$ cat src/rtl/uart_tx_arb_if.sv
// rtl/uart_tx_arb_if.sv - requester and uart_tx handshake bundle for uart_tx_arb
//
// Purpose: groups the producer-side request/accept signals and the uart_tx-side
// start/data/completion signals, plus arbiter status, into one bundle.
// Ports (signals):
//   req_valid   [N_REQ]    producer byte available (held until req_ready)
//   req_data    [8*N_REQ]  producer bytes, requester i at [8i+7:8i]
//   req_ready   [N_REQ]    one-hot acceptance pulse
//   tx_start    [1]        start pulse to uart_tx
//   tx_data     [8]        byte to uart_tx
//   tx_busy     [1]        uart_tx end-of-frame indication
//   grant_id    [clog2]    current or last granted requester
//   active      [1]        arbiter is in ISSUE, WAIT or GAP
//   frame_done  [1]        frame completed pulse
//   timeout_err [1]        frame abandoned pulse
// Modports: slave = arbiter side, master = producers/transmitter/observer side.
interface uart_tx_arb_if #(
  parameter int N_REQ = 4
) ();
  localparam int IDW = $clog2(N_REQ);

  logic [N_REQ-1:0]   req_valid;
  logic [8*N_REQ-1:0] req_data;
  logic [N_REQ-1:0]   req_ready;
  logic               tx_start;
  logic [7:0]         tx_data;
  logic               tx_busy;
  logic [IDW-1:0]     grant_id;
  logic               active;
  logic               frame_done;
  logic               timeout_err;

  modport slave (
    input  req_valid, req_data, tx_busy,
    output req_ready, tx_start, tx_data, grant_id, active, frame_done, timeout_err
  );

  modport master (
    output req_valid, req_data, tx_busy,
    input  req_ready, tx_start, tx_data, grant_id, active, frame_done, timeout_err
  );
endinterface

$ cat src/rtl/uart_tx_arb.sv
// rtl/uart_tx_arb.sv - round-robin arbiter sharing one uart_tx among N_REQ producers
//
// Purpose: picks a requester round-robin, issues a one-cycle start with the
// latched byte, waits for the transmitter's end-of-frame, forces an idle gap,
// and abandons the frame with an error pulse if completion never arrives.
// Ports:
//   clk_t  in  clock
//   srst   in  synchronous active-high reset
//   bus    uart_tx_arb_if.slave  (req_valid/req_data/req_ready, tx_start/tx_data/
//          tx_busy, grant_id, active, frame_done, timeout_err); all outputs registered
module uart_tx_arb #(
  parameter int N_REQ      = 4,
  parameter int GAP_CYCLES = 2,
  parameter int TIMEOUT    = 32
) (
  input  logic          clk_t,
  input  logic          srst,
  uart_tx_arb_if.slave  bus
);
  localparam int IDW = $clog2(N_REQ);
  localparam int TW  = $clog2(TIMEOUT);
  localparam int GW  = (GAP_CYCLES > 1) ? $clog2(GAP_CYCLES) : 1;

  typedef enum logic [1:0] {S_IDLE, S_ISSUE, S_WAIT, S_GAP} state_t;

  state_t           state_q, state_d;
  logic [N_REQ-1:0] req_ready_q, req_ready_d;
  logic             tx_start_q, tx_start_d;
  logic [7:0]       tx_data_q, tx_data_d;
  logic [IDW-1:0]   grant_q, grant_d;
  logic [IDW-1:0]   last_q, last_d;
  logic             active_q, active_d;
  logic             frame_done_q, frame_done_d;
  logic             timeout_err_q, timeout_err_d;
  logic [TW-1:0]    cnt_q, cnt_d;
  logic [GW-1:0]    gap_q, gap_d;

  logic             any_req;
  logic [IDW-1:0]   win_id;
  logic [7:0]       win_data;
  logic             wait_expired;
  int               cand;

  // Round-robin search starting just after the last winner.
  always_comb begin
    any_req = 1'b0;
    win_id  = '0;
    cand    = 0;
    for (int k = 1; k <= N_REQ; k++) begin
      cand = (int'(last_q) + k) % N_REQ;
      if (!any_req && bus.req_valid[IDW'(cand)]) begin
        any_req = 1'b1;
        win_id  = IDW'(cand);
      end
    end
  end

  always_comb begin
    win_data = '0;
    for (int i = 0; i < N_REQ; i++) begin
      if (win_id == IDW'(i)) win_data = bus.req_data[8*i +: 8];
    end
  end

  // cnt_q is 0 in the first WAIT cycle; firing at TIMEOUT-2 makes WAIT last
  // TIMEOUT-1 cycles so timeout_err lands TIMEOUT cycles after tx_start.
  assign wait_expired = (cnt_q == TW'(TIMEOUT - 2));

  // State register (holds all registered outputs and counters too).
  always_ff @(posedge clk_t) begin
    if (srst) begin
      state_q       <= S_IDLE;
      req_ready_q   <= '0;
      tx_start_q    <= 1'b0;
      tx_data_q     <= '0;
      grant_q       <= '0;
      last_q        <= IDW'(N_REQ - 1);
      active_q      <= 1'b0;
      frame_done_q  <= 1'b0;
      timeout_err_q <= 1'b0;
      cnt_q         <= '0;
      gap_q         <= '0;
    end else begin
      state_q       <= state_d;
      req_ready_q   <= req_ready_d;
      tx_start_q    <= tx_start_d;
      tx_data_q     <= tx_data_d;
      grant_q       <= grant_d;
      last_q        <= last_d;
      active_q      <= active_d;
      frame_done_q  <= frame_done_d;
      timeout_err_q <= timeout_err_d;
      cnt_q         <= cnt_d;
      gap_q         <= gap_d;
    end
  end

  // Next-state logic.
  always_comb begin
    state_d = state_q;
    case (state_q)
      S_IDLE:  if (any_req) state_d = S_ISSUE;
      S_ISSUE: state_d = S_WAIT;
      S_WAIT:  if (bus.tx_busy || wait_expired) state_d = S_GAP;
      S_GAP:   if (gap_q == GW'(GAP_CYCLES - 1)) state_d = S_IDLE;
      default: state_d = S_IDLE;
    endcase
  end

  // Output logic: computes the values the output registers take at the edge,
  // so each pulse is visible in the cycle of the state it belongs to.
  always_comb begin
    req_ready_d   = '0;
    tx_start_d    = 1'b0;
    frame_done_d  = 1'b0;
    timeout_err_d = 1'b0;
    tx_data_d     = tx_data_q;
    grant_d       = grant_q;
    last_d        = last_q;
    cnt_d         = cnt_q;
    gap_d         = gap_q;
    active_d      = (state_d != S_IDLE);
    case (state_q)
      S_IDLE: begin
        if (any_req) begin
          tx_data_d   = win_data;
          grant_d     = win_id;
          last_d      = win_id;
          req_ready_d = {{(N_REQ-1){1'b0}}, 1'b1} << win_id;
          tx_start_d  = 1'b1;
        end
      end
      S_ISSUE: cnt_d = '0;
      S_WAIT: begin
        cnt_d = cnt_q + TW'(1);
        // Completion takes precedence over a coincident timeout.
        if (bus.tx_busy) begin
          frame_done_d = 1'b1;
          gap_d        = '0;
        end else if (wait_expired) begin
          timeout_err_d = 1'b1;
          gap_d         = '0;
        end
      end
      S_GAP:   gap_d = gap_q + GW'(1);
      default: ;
    endcase
  end

  assign bus.req_ready   = req_ready_q;
  assign bus.tx_start    = tx_start_q;
  assign bus.tx_data     = tx_data_q;
  assign bus.grant_id    = grant_q;
  assign bus.active      = active_q;
  assign bus.frame_done  = frame_done_q;
  assign bus.timeout_err = timeout_err_q;
endmodule

$ cat src/flat_wrapper.sv
// flat-port wrapper written by rule: the top's interface ports become plain ports
module uart_tx_arb_flat 
#(
  parameter int N_REQ      = 4,
  parameter int GAP_CYCLES = 2,
  parameter int TIMEOUT    = 32
)
  (clk_t, srst, bus_req_valid, bus_req_data, bus_tx_busy, bus_req_ready, bus_tx_start, bus_tx_data, bus_grant_id, bus_active, bus_frame_done, bus_timeout_err);
  uart_tx_arb_if #(.N_REQ(N_REQ)) bus_i ();
  input  logic clk_t;
  input  logic srst;
  input wire logic [$bits(bus_i.req_valid)-1:0] bus_req_valid;
  input wire logic [$bits(bus_i.req_data)-1:0] bus_req_data;
  input wire logic [$bits(bus_i.tx_busy)-1:0] bus_tx_busy;
  output wire logic [$bits(bus_i.req_ready)-1:0] bus_req_ready;
  output wire logic [$bits(bus_i.tx_start)-1:0] bus_tx_start;
  output wire logic [$bits(bus_i.tx_data)-1:0] bus_tx_data;
  output wire logic [$bits(bus_i.grant_id)-1:0] bus_grant_id;
  output wire logic [$bits(bus_i.active)-1:0] bus_active;
  output wire logic [$bits(bus_i.frame_done)-1:0] bus_frame_done;
  output wire logic [$bits(bus_i.timeout_err)-1:0] bus_timeout_err;
  assign bus_i.req_valid = bus_req_valid;
  assign bus_i.req_data = bus_req_data;
  assign bus_i.tx_busy = bus_tx_busy;
  assign bus_req_ready = bus_i.req_ready;
  assign bus_tx_start = bus_i.tx_start;
  assign bus_tx_data = bus_i.tx_data;
  assign bus_grant_id = bus_i.grant_id;
  assign bus_active = bus_i.active;
  assign bus_frame_done = bus_i.frame_done;
  assign bus_timeout_err = bus_i.timeout_err;
  uart_tx_arb #(.N_REQ(N_REQ), .GAP_CYCLES(GAP_CYCLES), .TIMEOUT(TIMEOUT)) u_core (.clk_t(clk_t), .srst(srst), .bus(bus_i));
endmodule
$ cat config.mk
export PLATFORM = sky130hd
export DESIGN_NAME = uart_tx_arb_flat
export DESIGN_NICKNAME = d
export VERILOG_FILES = /design/src/rtl/uart_tx_arb_if.sv /design/src/rtl/uart_tx_arb.sv /design/src/flat_wrapper.sv
export SDC_FILE = /design/constraint.sdc
export NUM_CORES = 1
export LEC_CHECK = 0
export CAP_MARGIN = 20
export CORE_UTILIZATION = 30
export CTS_CLUSTER_SIZE = 8
export DETAILED_ROUTE_END_ITERATION = 8
export GPL_TIMING_DRIVEN = 0
export HOLD_SLACK_MARGIN = 0.02
export PLACE_DENSITY_LB_ADDON = 0.25
export SYNTH_ARGS = -nofsm -noshare
export SYNTH_HDL_FRONTEND = slang
export SYNTH_SLANG_ARGS = --single-unit
$ cat constraint.sdc
create_clock -name clk_t -period 2.9 [get_ports clk_t]
set_input_delay 0.58 -clock clk_t [delete_from_list [all_inputs] [get_ports clk_t]]
set_output_delay 0.58 -clock clk_t [all_outputs]
set_load 0.1 [all_outputs]
After elaboration in Yosys (flattened, before gate mapping)
Index checks and enable logic that the tools add are counted.
{"block": "totals", "regBits": 28, "latchBits": 0, "mem_bits_rw": 0, "rom_bits": 0, "inputBits": 39, "out_inout_bits": 18, "elab_cells": 86, "memories": 0}
{"block": "classes", "addsub": 6, "n_mul": 0, "div": 0, "n_lt_le_gt_ge": 4, "n_eq_ne": 8, "shift": 1, "mux": 35, "bitwise": 3, "reduce_logical": 18}
{"op": "$mux 8", "n": 4}
{"op": "$mux 1", "n": 17}
{"op": "$lt 2x4->1 const B", "n": 4}
{"op": "$mux 2", "n": 7}
{"op": "$pmux 5 s2", "n": 1}
{"op": "$bmux 1 s2", "n": 4}
{"op": "$eq 2x2->1 const B", "n": 4}
{"op": "$pmux 2 s4", "n": 1}
{"op": "$reduce_bool 2->1", "n": 3}
{"op": "$reduce_or 3->1", "n": 2}
{"op": "$add 5x1->5 const B", "n": 1}
{"op": "$eq 5x5->1 const B", "n": 1}
{"op": "$add 2x1->2 const B", "n": 2}
{"op": "$add 2x2->2 const B", "n": 2}
{"op": "$eq 2x1->1 const B", "n": 2}
{"op": "$logic_not 2->1", "n": 2}
{"op": "$reduce_and 2->1", "n": 2}
{"op": "$reduce_or 2->1", "n": 2}
{"op": "$shl 1x2->4 const A", "n": 1}
{"op": "$logic_and 1x1->1", "n": 3}
{"op": "$logic_not 1->1", "n": 3}
{"op": "$ne 3x2->1 const B", "n": 1}
{"op": "$not 1->1", "n": 3}
{"op": "$pmux 1 s2", "n": 1}
{"op": "2 further kinds", "n": 2}

Longest topological paths before layout
Gate-level depths: netlist (run 1).
{"block": "logic_depth", "ltp_word": 19, "depth_mapped": 8, "ltp_nobuf": 7}

Worst setup path after synthesis (run 1)
OpenSTA, ideal clock, no wires.
{"block": "synth_timing", "kind": "input -> register", "from": "input port bus_req_valid[1]", "to": "register u_core.tx_data_q[0] (netlist: u_core.bus.tx_data[0])", "t_arrival_ps": 1508, "path_slack_ps": 1256, "stages": 7, "path_buffers": 2, "cell_sequence": "nor2b_4 -> a21oi_2 -> o221ai_2 -> buf_6 -> buf_12 -> mux2i_1 -> o221ai_1"}
{"block": "synth_between", "elab_chain_len": 18, "word_cells_on_any_way": 35, "classes_between": "3 x eq/ne; 24 x mux; 8 x reduce/logical"}
{"element": "start, declared", "line": "flat_wrapper.sv:12", "source": "input wire logic [$bits(bus_i.req_valid)-1:0] bus_req_valid;"}
{"element": "$bmux 1 s2", "line": "uart_tx_arb.sv:51", "source": "if (!any_req && bus.req_valid[IDW'(cand)]) begin"}
{"element": "$mux 1 (not written as such) (2 in a row)", "line": "uart_tx_arb.sv:51"}
{"element": "$mux 1", "line": "uart_tx_arb.sv:51"}
{"element": "$logic_not 1->1", "line": "uart_tx_arb.sv:51"}
{"element": "$logic_and 1x1->1", "line": "uart_tx_arb.sv:51"}
{"element": "$mux 1", "line": "uart_tx_arb.sv:51"}
{"element": "$logic_not 1->1", "line": "uart_tx_arb.sv:51"}
{"element": "$logic_and 1x1->1", "line": "uart_tx_arb.sv:51"}
{"element": "$mux 1", "line": "uart_tx_arb.sv:51"}
{"element": "$logic_not 1->1", "line": "uart_tx_arb.sv:51"}
{"element": "$logic_and 1x1->1", "line": "uart_tx_arb.sv:51"}
{"element": "$mux 2", "line": "uart_tx_arb.sv:51"}
{"element": "$logic_not 2->1", "line": "uart_tx_arb.sv:61", "source": "if (win_id == IDW'(i)) win_data = bus.req_data[8*i +: 8];"}
{"element": "$mux 8 (4 in a row)", "line": "uart_tx_arb.sv:61"}
{"element": "end signal, assigned", "line": "uart_tx_arb.sv:87", "source": "tx_data_q <= tx_data_d;"}
{"element": "end, declared", "line": "uart_tx_arb.sv:29", "source": "logic [7:0] tx_data_q, tx_data_d;"}
Several ways; a longest one is shown, not always the timed one. The select of a mux whose other input is x is not followed.
A chain may end at the register's enable or synchronous reset.

Worst setup path in the final report (run 1)
{"block": "layout_timing", "from": "register u_core.grant_q[0] (netlist: u_core.bus.grant_id[0])", "to": "output port bus_grant_id[0]"}
{"element": "start, declared", "line": "uart_tx_arb.sv:30", "source": "logic [IDW-1:0] grant_q, grant_d;"}
{"element": "start signal, assigned", "line": "uart_tx_arb.sv:88", "source": "grant_q <= grant_d;"}
{"element": "end, declared", "line": "flat_wrapper.sv:18", "source": "output wire logic [$bits(bus_i.grant_id)-1:0] bus_grant_id;"}
No word-level cell between the ends.

==> results, run 1 <==
- The flow ran to the end, but the final reports show violations.
- The checks that failed: DRC.
- The placed wire-length estimate is 2550 µm.
- The maximum single-stage delay on the critical path is 1140 ps.
- After Yosys synthesis, XOR and XNOR cells account for around 1.9% of the synthesized area.
- The number of detailed-routing iterations run before antenna repair is 6.
- Global routing finished with a remaining overflow of 0.
- The first global-routing pass estimated 5520 µm of wire.
- The final layout contains routed wiring with a total length of 3290 µm.
- The slowest stage cell on the critical path is clkdlybuf4s50_1.
- The smallest clock period supported by the final layout is computed as around 2400 ps.
- For the final database, setup skew stands at 10.6 ps.
- The die outline area is roughly 0.0050 mm².
- The number of hold-slack violations in the final timing report is 0.
- The initial cell density of the core is between 30% and 40%.
- The number of fill cells is roughly 430.
- The floorplan has 24 rows.
- The slew at the pin closest to its max-slew limit is around 990 ps.
- The sum of buffers and inverters on the critical path is 1.
- The number of pins with negative max-slew slack in the final report is 0.
- The most common cell after layout, fill and taps aside is clkdlybuf4s50_1.
- The DRC violation count after routing is 6.
- The number of vias per cell is roughly 4.8.
- The number of top-level pins is 57.
- The mux cell area share after synthesis is 12.8%.
- The finished cells cover between 0.002 and 0.0025 mm².
- The fmax is ~420 MHz.
- The distinct cell type count of the synthesized netlist is 35.
- The adder and majority gate portion of the synthesized area is between 6 and 7%.
- The maximum vdd ir drop is 0.294 mV.
- The global routing usage summed across all routing layers is roughly 14%.
- After layout, the design draws a total of around 1.4 mW.
- The number of vias in the routed layout is 1230.
- The buffers inserted during post-CTS setup optimization is 0.
- The clock tree from TritonCTS is done.
- The synthesized netlist devotes around 15% of its cell area to compound gates.
- The largest family of logic cells by synthesized area is simple AND/OR/NAND/NOR gates.
- STA classifies the critical path startpoint as a flip-flop.
- The top cell types in the final layout, fill and taps aside, are 56 x clkdlybuf4s50_1, 28 x dfxtp_1, 19 x nor2_1.
- Headroom to the max-slew limit came out at 33.7%.
- The critical path goes through clkdlybuf4s50_1.
- The width of the die is approximately 70 µm.
- The ratio of cells with drive above 1 in the final layout is approximately 6.8%.
- The endpoint type of the worst setup path is an output port.
- Dividing the detail-routed wire length by the instance count gives about 13 µm.
- The placed instances occupy a cell area of about 0.0020 mm².
- The tightest hold path in the finished design has a slack of 462 ps.
- From synthesis to final layout, the design area changed by 47.3%.
- In this run the tool buffered the top-level ports with 56 buffer cells.
- The type of the worst min-delay path is reg2reg.
- Data on the critical path arrives at its endpoint at 1780 ps.
- The maximum net fanout on the critical path is 2.
- The summed negative setup slack over all endpoints is 0 ps.
- The number of gates resized after CTS was 0.
- Hold repair after CTS inserted 0 buffers.
- The total nets after synthesis is around 190.
- The core region is approximately 0.0044 mm².
- Clock tree synthesis selected as its root buffer the cell clkbuf_8.
- The synthesized area divided by synthesized cell count is slightly below 10 µm².
- The area of all sequential standard cells is ~560 µm².
- The Yosys step of the flow raised 0 warnings.
- The clock insertion delay at the later pin of the skew report is roughly 280 ps.
- Power spread over the standard cell area amounts to between 600 and 700 mW/mm².
- At the end of the flow, the number of nets in the layout was ~250.
- The multi-input combinational cells in the finished layout cover a total of just under 800 µm².
- The number of violations of the max-capacitance limit is 0.
- The post-route clock period utilization is roughly four fifths.
- The number of clock buffers added by TritonCTS is 3.
- The final estimated routing congestion in global placement is 0.810.
- The remaining antenna violation count after routing is 0.
- The setup slack of the worst register-to-register path is between 1000 and 1500 ps.
- The worst setup path category is reg2out.
- Clock-pin slew was measured on the worst setup and hold paths at ~90 ps.
- The maximum buffer depth of the clock tree is 2.
- From bottom edge to top edge, the die measures roughly 71 µm.
- Sequential elements use roughly two fifths of the synthesized area.
- Setup repair after global routing left no endpoint under its margin.
- The via count of the first global-routing pass is ~1200.
- The initial antenna violation count came to 0.
- The summed instance area of the synthesized netlist is roughly 0.0014 mm².
- The sink count of the clock tree is 28.
- The critical path data required time is 2320 ps.
- The post-synthesis register bit count is 28.
- The pin count of the biggest net entering global routing is 15.
- 0 antenna diodes ended up in the layout.
- The final-report setup violation count is 0.
- Cells fill 46.8% of the core in the end.
- The deepest level of the CTS H-tree is 1.
- The leakage power figure is around 0.8 nW.
- After the first detailed-routing iteration, the DRC count stood at 51.
- The simple-gate share of the synthesized area is 19.1%.
- On the critical path the largest part of the delay comes from buffers and inverters.
- Synthesis handed over a netlist of between 100 and 150 instances.
==> worst paths after layout <==
| path | start | to | cells after the start |
|---|---|---|---|
| worst min-delay path | u_core.bus.grant_id[1]$_SDFFE_PP0N_ | u_core.bus.grant_id[1]$_SDFFE_PP0N_ | 2 |
| worst max-delay path | u_core.bus.grant_id[0]$_SDFFE_PP0N_ | bus_grant_id[0] | 1 |
| worst min register to register | u_core.bus.grant_id[1]$_SDFFE_PP0N_ | u_core.bus.grant_id[1]$_SDFFE_PP0N_ | 2 |
| worst max register to register | u_core.last_q[1]$_SDFFE_PP1N_ | u_core.bus.tx_data[3]$_SDFFE_PP0N_ | 7 |
==> synth_stat cells, drive strengths merged <==
cell type	number	area [µm²]
nor2b	3	26.3
o22a	1	8.76
or2	1	6.26
o21bai	1	7.51
a22oi	1	7.51
mux2i	18	180
a21o	1	7.51
o21ai	2	10.0
nand2b	2	12.5
a21oi	6	33.8
o221a	1	11.3
a221oi	1	8.76
xor2	3	26.3
dfxtp	28	561
inv	6	22.5
nand4	3	18.8
ha	7	87.6
a31o	1	8.76
nor3	2	10.0
a41oi	1	8.76
nor3b	1	7.51
nor4	2	18.8
nand3b	8	60.1
clkbuf	2	7.51
nand2	10	37.5
nor2	19	71.3
a211oi	1	7.51
o221ai	9	85.1
buf	5	52.6
==> stage by stage <==
step                std cells  setup WS [ps]
finish                    257            545
global route              257            506
CTS                       257            543
detailed placement        254            419
global placement          254            359
floorplan                 146           1260
==> where the power goes <==
group	leakage [nW]	switching, mW	internal [mW]
combinational	0.571	0.500	0.237
sequential	0.230	0.0296	0.441
clock	0.0216	0.114	0.0934
==> layer usage <==
metal | part of all wire [%] | wire length (µm) | vias to the layer above | track usage (%)
li1 | - | - | 642 | -
met1 | 46 | 1520 | 559 | 17.4
met2 | 47 | 1560 | 25 | 24.4
met3 | 5.5 | 182 | 4 | 4.27
met4 | 1.0 | 34 | 0 | 3.33
met5 | 0 | 0 | - | 0
==> final cells by class <==
cell class                      count  area share (%)
Buffer                              7            2.89
Clock buffer                        3            1.99
Inverter                            6            1.08
Multi-Input combinational cell    105            37.0
Sequential cell                    28            27.0
Tap cell                           52            3.13
Timing Repair Buffer               56            27.0
==> kinds of logic after synthesis <==
group	after synthesis
mux	18
compound gates	26
simple gates	51
xor+xnor	3
flops	28
buf+inv	13
fa+ha+maj	7
==> flip-flops by register name, summed over array words and instances (netlist names) <==
signal	cells
u_core.state_q	2
u_core.bus.active	1
u_core.bus.tx_data	8
u_core.last_q	2
u_core.cnt_q	5
u_core.bus.tx_start	1
u_core.bus.frame_done	1
u_core.bus.timeout_err	1
u_core.bus.grant_id	2
u_core.bus.req_ready	4
u_core.gap_q	1
Power figures use the tool's default switching activity.
==> inputs of run 2 (changes only) <==
Clock period 2.9 ns to 1.9 ns, I/O delays scaled along.
==> run 2 against run 1 <==
Effect of this change:
- worst setup slack got worse by 510 ps
- the flow still finishes with violations (DRC)
- register-to-register slack got worse by 980 ps
- cell area increased by 2.8%
- via count increased by 0.65%
- global-route usage increased by 0.060 points
- critical path type unchanged
- clock skew increased by 1.1 ps
- largest power group unchanged
- sequential cell count unchanged
- clock power increased by 53%
- worst hold slack got worse by 2.7 ps
- largest cell class unchanged
- non-clock buffer count increased by 4
- sequential power increased by 52%
- final cell count increased by 1.6%
==> results, run 2 (synthesized netlist as in run 1, its figures left out) <==
- Leaving out fill and tap cells, the most frequent cell in the layout is clkdlybuf4s50_1.
- The fmax is ~540 MHz.
- The initial cell density of the core is 31.8% (unchanged).
- The deepest level of the CTS H-tree came to 1 (unchanged).
- The maximum vdd ir drop is 0.444 mV (+51%).
- The leakage power figure came to 0.948 nW (+15%).
- The number of vias per cell is 4.74 (-0.89%).
- The number of hold-slack violations in the final timing report is 0 (unchanged).
- The number of DRC markers in iteration 0 was 41 (-20%).
- The hold path depth is 2 (unchanged).
- The sequential cell fraction of total power is 33.2% (about the same).
- The clock power share is 14.7% (about the same).
- The sink count of the clock tree came to 28 (unchanged).
- The sum of buffers and inverters on the critical path is 1 (unchanged).
- The critical path data required time was 1520 ps (-800 ps).
- The flip-flop count of the largest register, all copies and words added was 8 (unchanged).
- The checks that failed: DRC.
- The global routing usage summed across all routing layers is 14.2% (+0.060 points).
- Setup repair after global routing left no endpoint under its margin.
- The global-route wire length before repair is 5550 µm (+0.49%).
- The width of the die is 70.6 µm (unchanged).
- The flow ran to the end, but the final reports show violations.
- The power density normalized to cell area is 1010 mW/mm² (+48%).
- The slew at the pin closest to its max-slew limit came to 979 ps (-12.7 ps).
- The final worst-path setup slack was 32.8 ps (-512 ps).
- The part of the power in combinational logic is 52.1% (about the same).
- The critical path arrival is 1490 ps (-290 ps).
- The net count of the finished layout is 257 (+1.6%).
- The startpoint of the lowest-slack register-to-register path is u_core.cnt_q[0]$_SDFFE_PP0P_.
- The endpoint identified for the worst register-to-register timing path is u_core.bus.active$_SDFF_PP0_.
- The antenna diode instance count is 0 (unchanged).
- The destination of the critical timing path is bus_tx_data[6].
- The maximum buffer depth of the clock tree was 2 (unchanged).
- The clock-pin slew on the worst setup and hold paths is 90 ps (about the same).
- The signal on the critical path passes through dlygate4sd2_1.
- The total stage count of the critical path is 1 (unchanged).
- The internal power is 1.17 mW (+51%).
- The clock skew after layout is 11.7 ps (+1.13 ps).
- The ratio of cells with drive above 1 in the final layout was 9.57% (+2.7 points).
- The slowest stage cell on the critical path is dlygate4sd2_1.
- The worst-case headroom to the max-slew limit is 35.0% (+1.3 points).
- The overflow left after global routing is 0 (unchanged).
- The via count of the first global-routing pass is 1178 (+0.86%).
- The endpoint type of the worst setup path is an output port.
- The tree is rooted in a clkbuf_8.
- The final cell area excluding filler cells is 0.00214 mm² (+2.8%).
- The switching share of power is 46.0% (+0.47 points).
- The number of buffers added on ports came to 56 (unchanged).
- The mean routed wirelength per cell is 12.7 µm (-1.0%).
- The maximum net fanout on the critical path is 2 (unchanged).
- The number of top-level pins was 57 (unchanged).
- The critical path starts at u_core.bus.tx_data[6]$_SDFFE_PP0N_.
- In the layout the commonest cells are 34 x clkdlybuf4s50_1, 28 x dfxtp_1, 19 x nor2_1.
- The maximum single-stage delay on the critical path came to 860 ps (-280 ps).
- The total of hold buffers inserted after clock tree synthesis is 0 (unchanged).
- The critical path startpoint category is a flip-flop.
- The minimum period implied by the final worst setup slack is between 1500 and 2000 ps.
- The number of violations of the max-capacitance limit is 0 (unchanged).
- The core outline area came to 0.00444 mm² (unchanged).
- The final-report setup violation count is 0 (unchanged).
- Relative to the synthesized area, the layout overhead comes to 51.3%.
- The number of pins with negative max-slew slack in the final report was 0 (unchanged).
- The die span in y came to 70.6 µm (unchanged).
- The number of cell instances on the worst register-to-register path was 7 (unchanged).
- The final estimated routing congestion in global placement is 0.810 (unchanged).
- The setup slack of the worst register-to-register path is 280 ps (-980 ps).
- The initial antenna violation count was 0 (unchanged).
- The pin count of the biggest net entering global routing was 15 (unchanged).
- TritonCTS built the clock tree.
- The number of vias in the routed layout is 1238 (+0.65%).
- The TritonCTS buffer count is 3 (unchanged).
- The die outline area is 0.00498 mm² (unchanged).
- The cell family contributing the most delay on the critical path is buffers and inverters.
- The DRC violation count after routing is 6 (unchanged).
- The type of the worst min-delay path is reg2reg.
- The critical path in this run is classified as reg2out.
- The remaining antenna violation count after routing is 0 (unchanged).
- The net load switching power is 0.992 mW (+54%).
- The number of detailed-routing iterations run before antenna repair is 6 (unchanged).
- The setup slack after placement is -381 ps (-800 ps).
- The clock insertion delay at the later pin of the skew report was 280 ps (about the same).
- The placed wire-length estimate is 2550 µm (unchanged).
- The site row count is 24 (unchanged).
- The post-route clock period utilization is approximately 98%.
- The cell area after placement is 0.00204 mm² (unchanged).
- The routed wire length is 3310 µm (+0.52%).
## run 2: changes by cell type in the layout (fill, tap and decap cells not counted), sizes merged
cell	change
clkdlybuf4s50	-22
clkdlybuf4s15	+3
dlygate4sd2	+16
dlymetal6s2s	+3
clkbuf	+1
buf	+3
## run 2: cell type report
| class | count | area [µm²] |
|---|---|---|
| Clock buffer | 3 | 41.3 |
| Buffer | 7 | 63.8 |
| Timing Repair Buffer | 60 | 603 |
| Fill cell | 423 | 2310 |
| Sequential cell | 28 | 561 |
| Multi-Input combinational cell | 105 | 779 |
| Inverter | 6 | 22.5 |
| Tap cell | 52 | 65.1 |
## run 2: routing by layer
layer	wire, µm	part of all wire (%)	track usage (%)
met5	0	0	0
met3	160	4.8	4.13
met2	1580	48	24.7
met1	1530	46	17.4
met4	34	1.0	3.33
## run 2: tightest hold or removal path, stage by stage (launching register included)
cell and delay (ps):
dfxtp_1 320, nand2_1 50, a21oi_1 50
## run 2: power groups by stage
stage / registers [mW] / logic, mW / clock network, mW
final: 0.717 / 1.12 / 0.318
after floorplan: 1.23 / 0.340 / 0
after global routing: 0.729 / 1.19 / 0.353
after detailed placement: 0.734 / 1.13 / 0
after CTS: 0.717 / 1.13 / 0.334
after global placement: 0.733 / 1.13 / 0
## run 2: repair_timing
| action | 4_1_cts | 5_1_grt |
|---|---|---|
| pin swaps | 0 | 1 |
| resized for setup | 21 | 9 |
| setup endpoints to repair | 26 | 11 |
| buffers inserted | 2 | 2 |
## run 2: how the worst min path moves through the flow
stage	start	end
finish	u_core.bus.grant_id[1]$_SDFFE_PP0N_	u_core.bus.grant_id[1]$_SDFFE_PP0N_
global route	u_core.bus.grant_id[1]$_SDFFE_PP0N_	u_core.bus.grant_id[1]$_SDFFE_PP0N_
floorplan	bus_tx_busy	u_core.bus.timeout_err$_SDFF_PP0_
global placement	u_core.bus.grant_id[1]$_SDFFE_PP0N_	u_core.bus.grant_id[1]$_SDFFE_PP0N_
CTS	u_core.bus.grant_id[1]$_SDFFE_PP0N_	u_core.bus.grant_id[1]$_SDFFE_PP0N_
detailed placement	u_core.bus.grant_id[1]$_SDFFE_PP0N_	u_core.bus.grant_id[1]$_SDFFE_PP0N_
## run 2: through the flow
stage	power, mW	TNS (ps)	cells	hold WS (ps)	util, %
after detailed placement	1.86	-4860	254	452	45.8
after floorplan	1.57	0	146	457	-
after global placement	1.86	-5650	254	449	45.8
final	2.16	0	261	459	48.1
after global routing	2.27	0	261	494	48.1
after CTS	2.18	0	259	463	47.4
==> patch 1: new RTL, config.mk and constraints of run 2 <==
Re-encode `state_t` (4 states) as one-hot, 4 bits wide.
--- a/src/rtl/uart_tx_arb.sv
+++ b/src/rtl/uart_tx_arb.sv
@@ -22,5 +22,5 @@
   localparam int GW  = (GAP_CYCLES > 1) ? $clog2(GAP_CYCLES) : 1;
 
-  typedef enum logic [1:0] {S_IDLE, S_ISSUE, S_WAIT, S_GAP} state_t;
+  typedef enum logic [3:0] {S_IDLE = 4'b0001, S_ISSUE = 4'b0010, S_WAIT = 4'b0100, S_GAP = 4'b1000} state_t;
 
   state_t           state_q, state_d;
Check against the original RTL: same outputs for any inputs over 4 cycles, from zero or initial values and one cycle with srst high; so few cycles prove little.
==> patch 1 against run 2 <==
- the run ends with setup timing left
- cell area up 12%
- sequential cell count up 2
- total power up 17%
- worst setup slack worse by 55 ps
- sequential power up 5.9%
- routed wire length up 22%
- worst hold slack better by 24 ps
- area after synthesis up 4.9%
==> patch 1: results (changes against run 2) <==
synth:
  synth_cell_types: 36  # +2.9%
  seq_area_frac_synth_pct: 40.6  # +0.86 points
  synthAdderAreaFrac_pct: 1.69  # -4.5 points
  synth_compound_area_share_pct: 16.3  # +1.8 points
  async_flop_share_pct: 0  # unchanged
  yosys.area_share.xor_xnor_pct: 1.18  # -0.68 points
  synth_warnings: 0  # unchanged
  synth_common_cells: "dfxtp_1 (30), nor2_1 (18), mux2i_1 (17)"
  synth_top_area_share_pct: 40.6  # +0.86 points
  synthTopCellsByArea: "dfxtp_1 (41%), mux2i_1 (11%), o221ai_2 (8.1%), nor2_1 (4.6%), nand3b_1 (4.1%)"
  synth_nets: 194  # +1.0%
  synth_edf_count: 0  # unchanged
  synth_flop_cell: "dfxtp_1"
  synth.area.mux_share_pct: 13.0  # +0.25 points
setup_path:
  worstPathMaxFanout: 5  # +3
  cpMaxStageDelayCell: "or4b_4"
  cpPeakStageDelay_ps: 530  # -330 ps
  arrival_ps: 2130  # +640 ps
clocking:
  clock_latency_ps: 290
  clk_pin_slew_ps: 60  # -30 ps
  cts-root-buf: "clkbuf_8"
  clockBufferDepth: 2  # unchanged
  cts-htree-levels: 2  # +1
  cts-buffers-inserted: 5  # +2
routing:
  routed_wl_um: 4050  # +22%
  drtIter0Drc: 45  # +9.8%
  drt-pass1-iter-count: 4  # -2
  vias: 1417  # +14%
grt:
  grt_pass1_vias: 1316  # +12%
  grt_antenna_before_repair: 0  # unchanged
  grt_max_degree: 11  # -4
  grt_pass1_wl_um: 5980  # +7.8%
  track_usage_pct: 15.2  # +1.0 points
layout:
  largest_reg_flops: 8  # unchanged
  num-nets-final: 265  # +3.1%
  layout-drive-gt1-share_pct: 23.6  # +14 points
  num_antenna_cells: 0  # unchanged
  fillers: 444  # +5.0%
sta:
  setup_tns_ps: -22.2  # -22.2 ps
  fin_skew_ps: 8.47  # -3.23 ps
  layout_setup_ws_ps: -22.2  # -55.0 ps
  setup_viol: 1  # +1
  slew_headroom_pct: 35.2  # +0.21 points
worst_hold_path:
  min_path_type: "reg2reg"
placement:
  place_ws_ps: -690  # -310 ps
  gp_congestion: 0.704  # -13%
  hpwl_um: 2680  # +4.9%
  io_buffers: 56  # unchanged
outcome:
  violations: "setup timing"
  status: "finished, violations left"
pwr:
  p_sw_mw: 1.04  # +4.6%
  p_leak_nw: 0.975  # +2.9%
  ir_worst_vdd_uv: 570  # +29%
==> patch 1: cell count changes in the layout (fill, tap and decap cells not counted), moves of 4 or more <==
cell	delta
mux2i_1	-8
buf_4	+7
o221ai_1	-7
o221ai_2	+7
ha_1	-5
a21oi_1	+4
mux2i_4	+4
==> patch 1: kinds of logic (layout without fill, tap and decap cells) <==
kind of cell	after synthesis	in the layout
simple gates	61	61
flops	30	30
compound gates	27	27
mux	19	19
buf+inv	12	84
fa+ha+maj	2	2
xor+xnor	2	2
==> patch 1: power by group through the flow <==
stage / logic (mW) / clock network (mW) / registers, mW
global route: 1.17 / 0.688 / 0.769
finish: 1.12 / 0.638 / 0.759
detailed placement: 1.03 / 0 / 0.773
global placement: 1.03 / 0 / 0.770
CTS: 1.07 / 0.654 / 0.758
floorplan: 0.306 / 0 / 1.22
==> patch 1: per-stage QoR <==
stage | area (um2) | cells | util (%)
finish | 2400 | 292 | 50.8
detailed placement | 2120 | 276 | 45.0
global placement | 2120 | 276 | 45.0
floorplan | 1480 | 153 | -
global route | 2400 | 292 | 50.8
CTS | 2310 | 293 | 49.0
==> patch 1: final timing paths <==
kind | from | to | slack, ps | depth (start not counted)
worst min-delay path | u_core.bus.grant_id[1]$_SDFFE_PP0N_ | u_core.bus.grant_id[1]$_SDFFE_PP0N_ | 480 | 2
worst max register to register | u_core.state_q[3]$_SDFF_PP0_ | u_core.bus.tx_data[2]$_SDFFE_PP0N_ | -20 | 5
worst min register to register | u_core.bus.grant_id[1]$_SDFFE_PP0N_ | u_core.bus.grant_id[1]$_SDFFE_PP0N_ | 480 | 2
worst max-delay path | u_core.state_q[3]$_SDFF_PP0_ | u_core.bus.tx_data[2]$_SDFFE_PP0N_ | -20 | 5
==> patch 1: worst max-delay path: cells and delay by family (launching register included) <==
family / cells / cell delay [ps]
AND/OR/NAND/NOR: 3 / 1190
flip-flops: 1 / 340
AO/OA/AOI/OAI: 1 / 170
buffers and inverters: 1 / 150
==> patch 1: area by class of cell <==
cell class                      count  area share, %
Buffer                              7           2.55
Timing Repair Buffer               66           26.0
Inverter                            3          0.469
Tap cell                           67           3.49
Multi-Input combinational cell    111           37.5
Sequential cell                    30           25.4
Clock buffer                        5           2.87
Clock inverter                      3           1.67
==> patch 1: metal layers <==
layer / share of wire (%) / GRT usage [%] / up-vias
met5: 0 / 0 / -
met4: 1.3 / 6.97 / 0
met3: 8.3 / 5.83 / 6
met2: 48 / 27.2 / 49
met1: 42 / 15.6 / 663
li1: - / - / 699
==> patch 1: what timing repair did <==
item	in CTS	in global routing
setup endpoints to repair	33	20
pin swaps	11	4
gates cloned	1	0
buffers inserted	9	0
gates resized for setup	34	23
==> patch 2: new RTL, flow settings as in run 2 <==
Made on the original files. `GAP_CYCLES` is set to 2 in 2 places; all go to 4.
--- a/src/rtl/uart_tx_arb.sv
+++ b/src/rtl/uart_tx_arb.sv
@@ -11,5 +11,5 @@
 module uart_tx_arb #(
   parameter int N_REQ      = 4,
-  parameter int GAP_CYCLES = 2,
+  parameter int GAP_CYCLES = 4,
   parameter int TIMEOUT    = 32
 ) (
--- a/src/flat_wrapper.sv
+++ b/src/flat_wrapper.sv
@@ -3,5 +3,5 @@
 #(
   parameter int N_REQ      = 4,
-  parameter int GAP_CYCLES = 2,
+  parameter int GAP_CYCLES = 4,
   parameter int TIMEOUT    = 32
 )
Check against the original RTL: same outputs for any inputs over 4 cycles, from zero or initial values and one cycle with srst high; that may be too few to reach the edited logic, so the function may still have changed.
==> patch 2 against run 2 <==
- sequential cell count is 1 higher
- routed wire length is 6.2% higher
- clock power increased by 74%
- critical path depth did not move
- cell area grew 5.2%
- maximum frequency increased by 1.0%
- worst setup slack improved by 19 ps
- total power about the same
- area after synthesis up 4.3%
- largest cell class unchanged
==> patch 2: results (changes against run 2) <==
layout:
  num-nets-final: 263  # +2.3%
  clk_share_pct: 4.51  # +2.6 points
  multi_input_area_share_pct: 37.4  # +0.86 points
  nClkBuffers: 7  # +4
  multi_input_area_um2: 840  # +7.7%
  final_core_util_pct: 47.6  # -0.48 points
  buffers: 64  # -4.5%
  buf_share_pct: 27.6  # -3.7 points
  fillers: 463  # +9.5%
  multi_input_gates: 110  # +4.8%
  layout-drive-gt1-share_pct: 12.9  # +3.3 points
  seq_area_um2: 581  # +3.6%
  syn_to_final_growth_pct: 52.6
pwr:
  clkPwrFrac_pct: 25.7  # +11 points
  pg_seq_mw: 0.713  # -0.6%
  p_clk_mw: 0.554  # +74%
  p_sw_mw: 0.873  # -12%
  p_leak_nw: 0.978  # +3.2%
  ir_worst_vdd_uv: 431  # -3.0%
clocking:
  cts-htree-levels: 2  # +1
  cts-buffers-inserted: 5  # +2
  clk_pin_slew_ps: 60  # -30 ps
grt:
  grt_pass1_vias: 1153  # -2.1%
  track_usage_pct: 13.7  # -0.52 points
  grt_pass1_wl_um: 5440  # -1.9%
  grt_use_met2_pct: 22.4  # -2.3 points
  use_met3_pct: 5.97  # +1.8 points
  grt_max_degree: 11  # -4
  grt_util_met1_pct: 16.2  # -1.2 points
placement:
  gp_congestion: 0.755  # -6.7%
  placed_area_mm2: 0.00212  # +3.9%
  hpwl_um: 2630  # +2.9%
synth:
  ys_ff_latch: 29  # +3.6%
  seq_area_frac_synth_pct: 39.4  # -0.29 points
  synthTopCellsByArea: "dfxtp_1 (39%), mux2i_1 (12%), ha_1 (6.8%), o221ai_1 (4.8%), nand3b_1 (4.6%)"
  synth_common_cells: "dfxtp_1 (29), mux2i_1 (17), nor2_1 (16)"
  synth_cell_types: 40  # +14%
  synth_nets: 197  # +2.6%
setup_path:
  worstPathMaxFanout: 2  # unchanged
  arrival_ps: 1470  # -20 ps
  rrSetupSlack_ps: 120  # -160 ps
  r2r-start: "u_core.state_q[0]$_SDFF_PP0_"
routing:
  routedWlPerCell_um: 12.4  # -2.4%
  wl_met1_um: 1610  # +4.7%
  wl_met2_um: 1650  # +4.3%
  met3_length_um: 217  # +36%
  drtIter0Drc: 24  # -41%
  avgViaCountPerCell: 4.66  # -1.7%
worst_hold_path:
  min_path_type: "reg2reg"
sta:
  fin_skew_ps: 3.10  # -8.60 ps
  tightest_slew_ps: 980  # +0.256 ps
outcome:
  status: "complete, no violations"
## patch 2: what timing repair did
action / 4_1_cts / 5_1_grt
pin swaps: 0 / 1
cloned: 0 / 0
setup buffers: 0 / 3
resized for setup: 18 / 8
endpoints found under the setup margin: 18 / 11
## patch 2: cell families (layout without fill, tap and decap cells)
family	count (synthesis)	in the layout	share of synthesized area, %
adder cells (fa/ha/maj)	8	8	6.80
AND/OR/NAND/NOR	54	54	20.1
XOR/XNOR	3	3	1.78
AO/OA/AOI/OAI	28	28	15.4
buffers and inverters	11	78	5.01
flip-flops	29	29	39.4
multiplexers	17	17	11.6
## patch 2: stage by stage
step	TNS [ps]	instances	setup WS, ps	hold WS, ps
floorplan	0	150	349	448
global placement	-3090	273	-277	445
detailed placement	-3050	273	-275	451
CTS	0	281	16.5	457
global route	0	284	2.74	491
finish	0	284	52.2	457
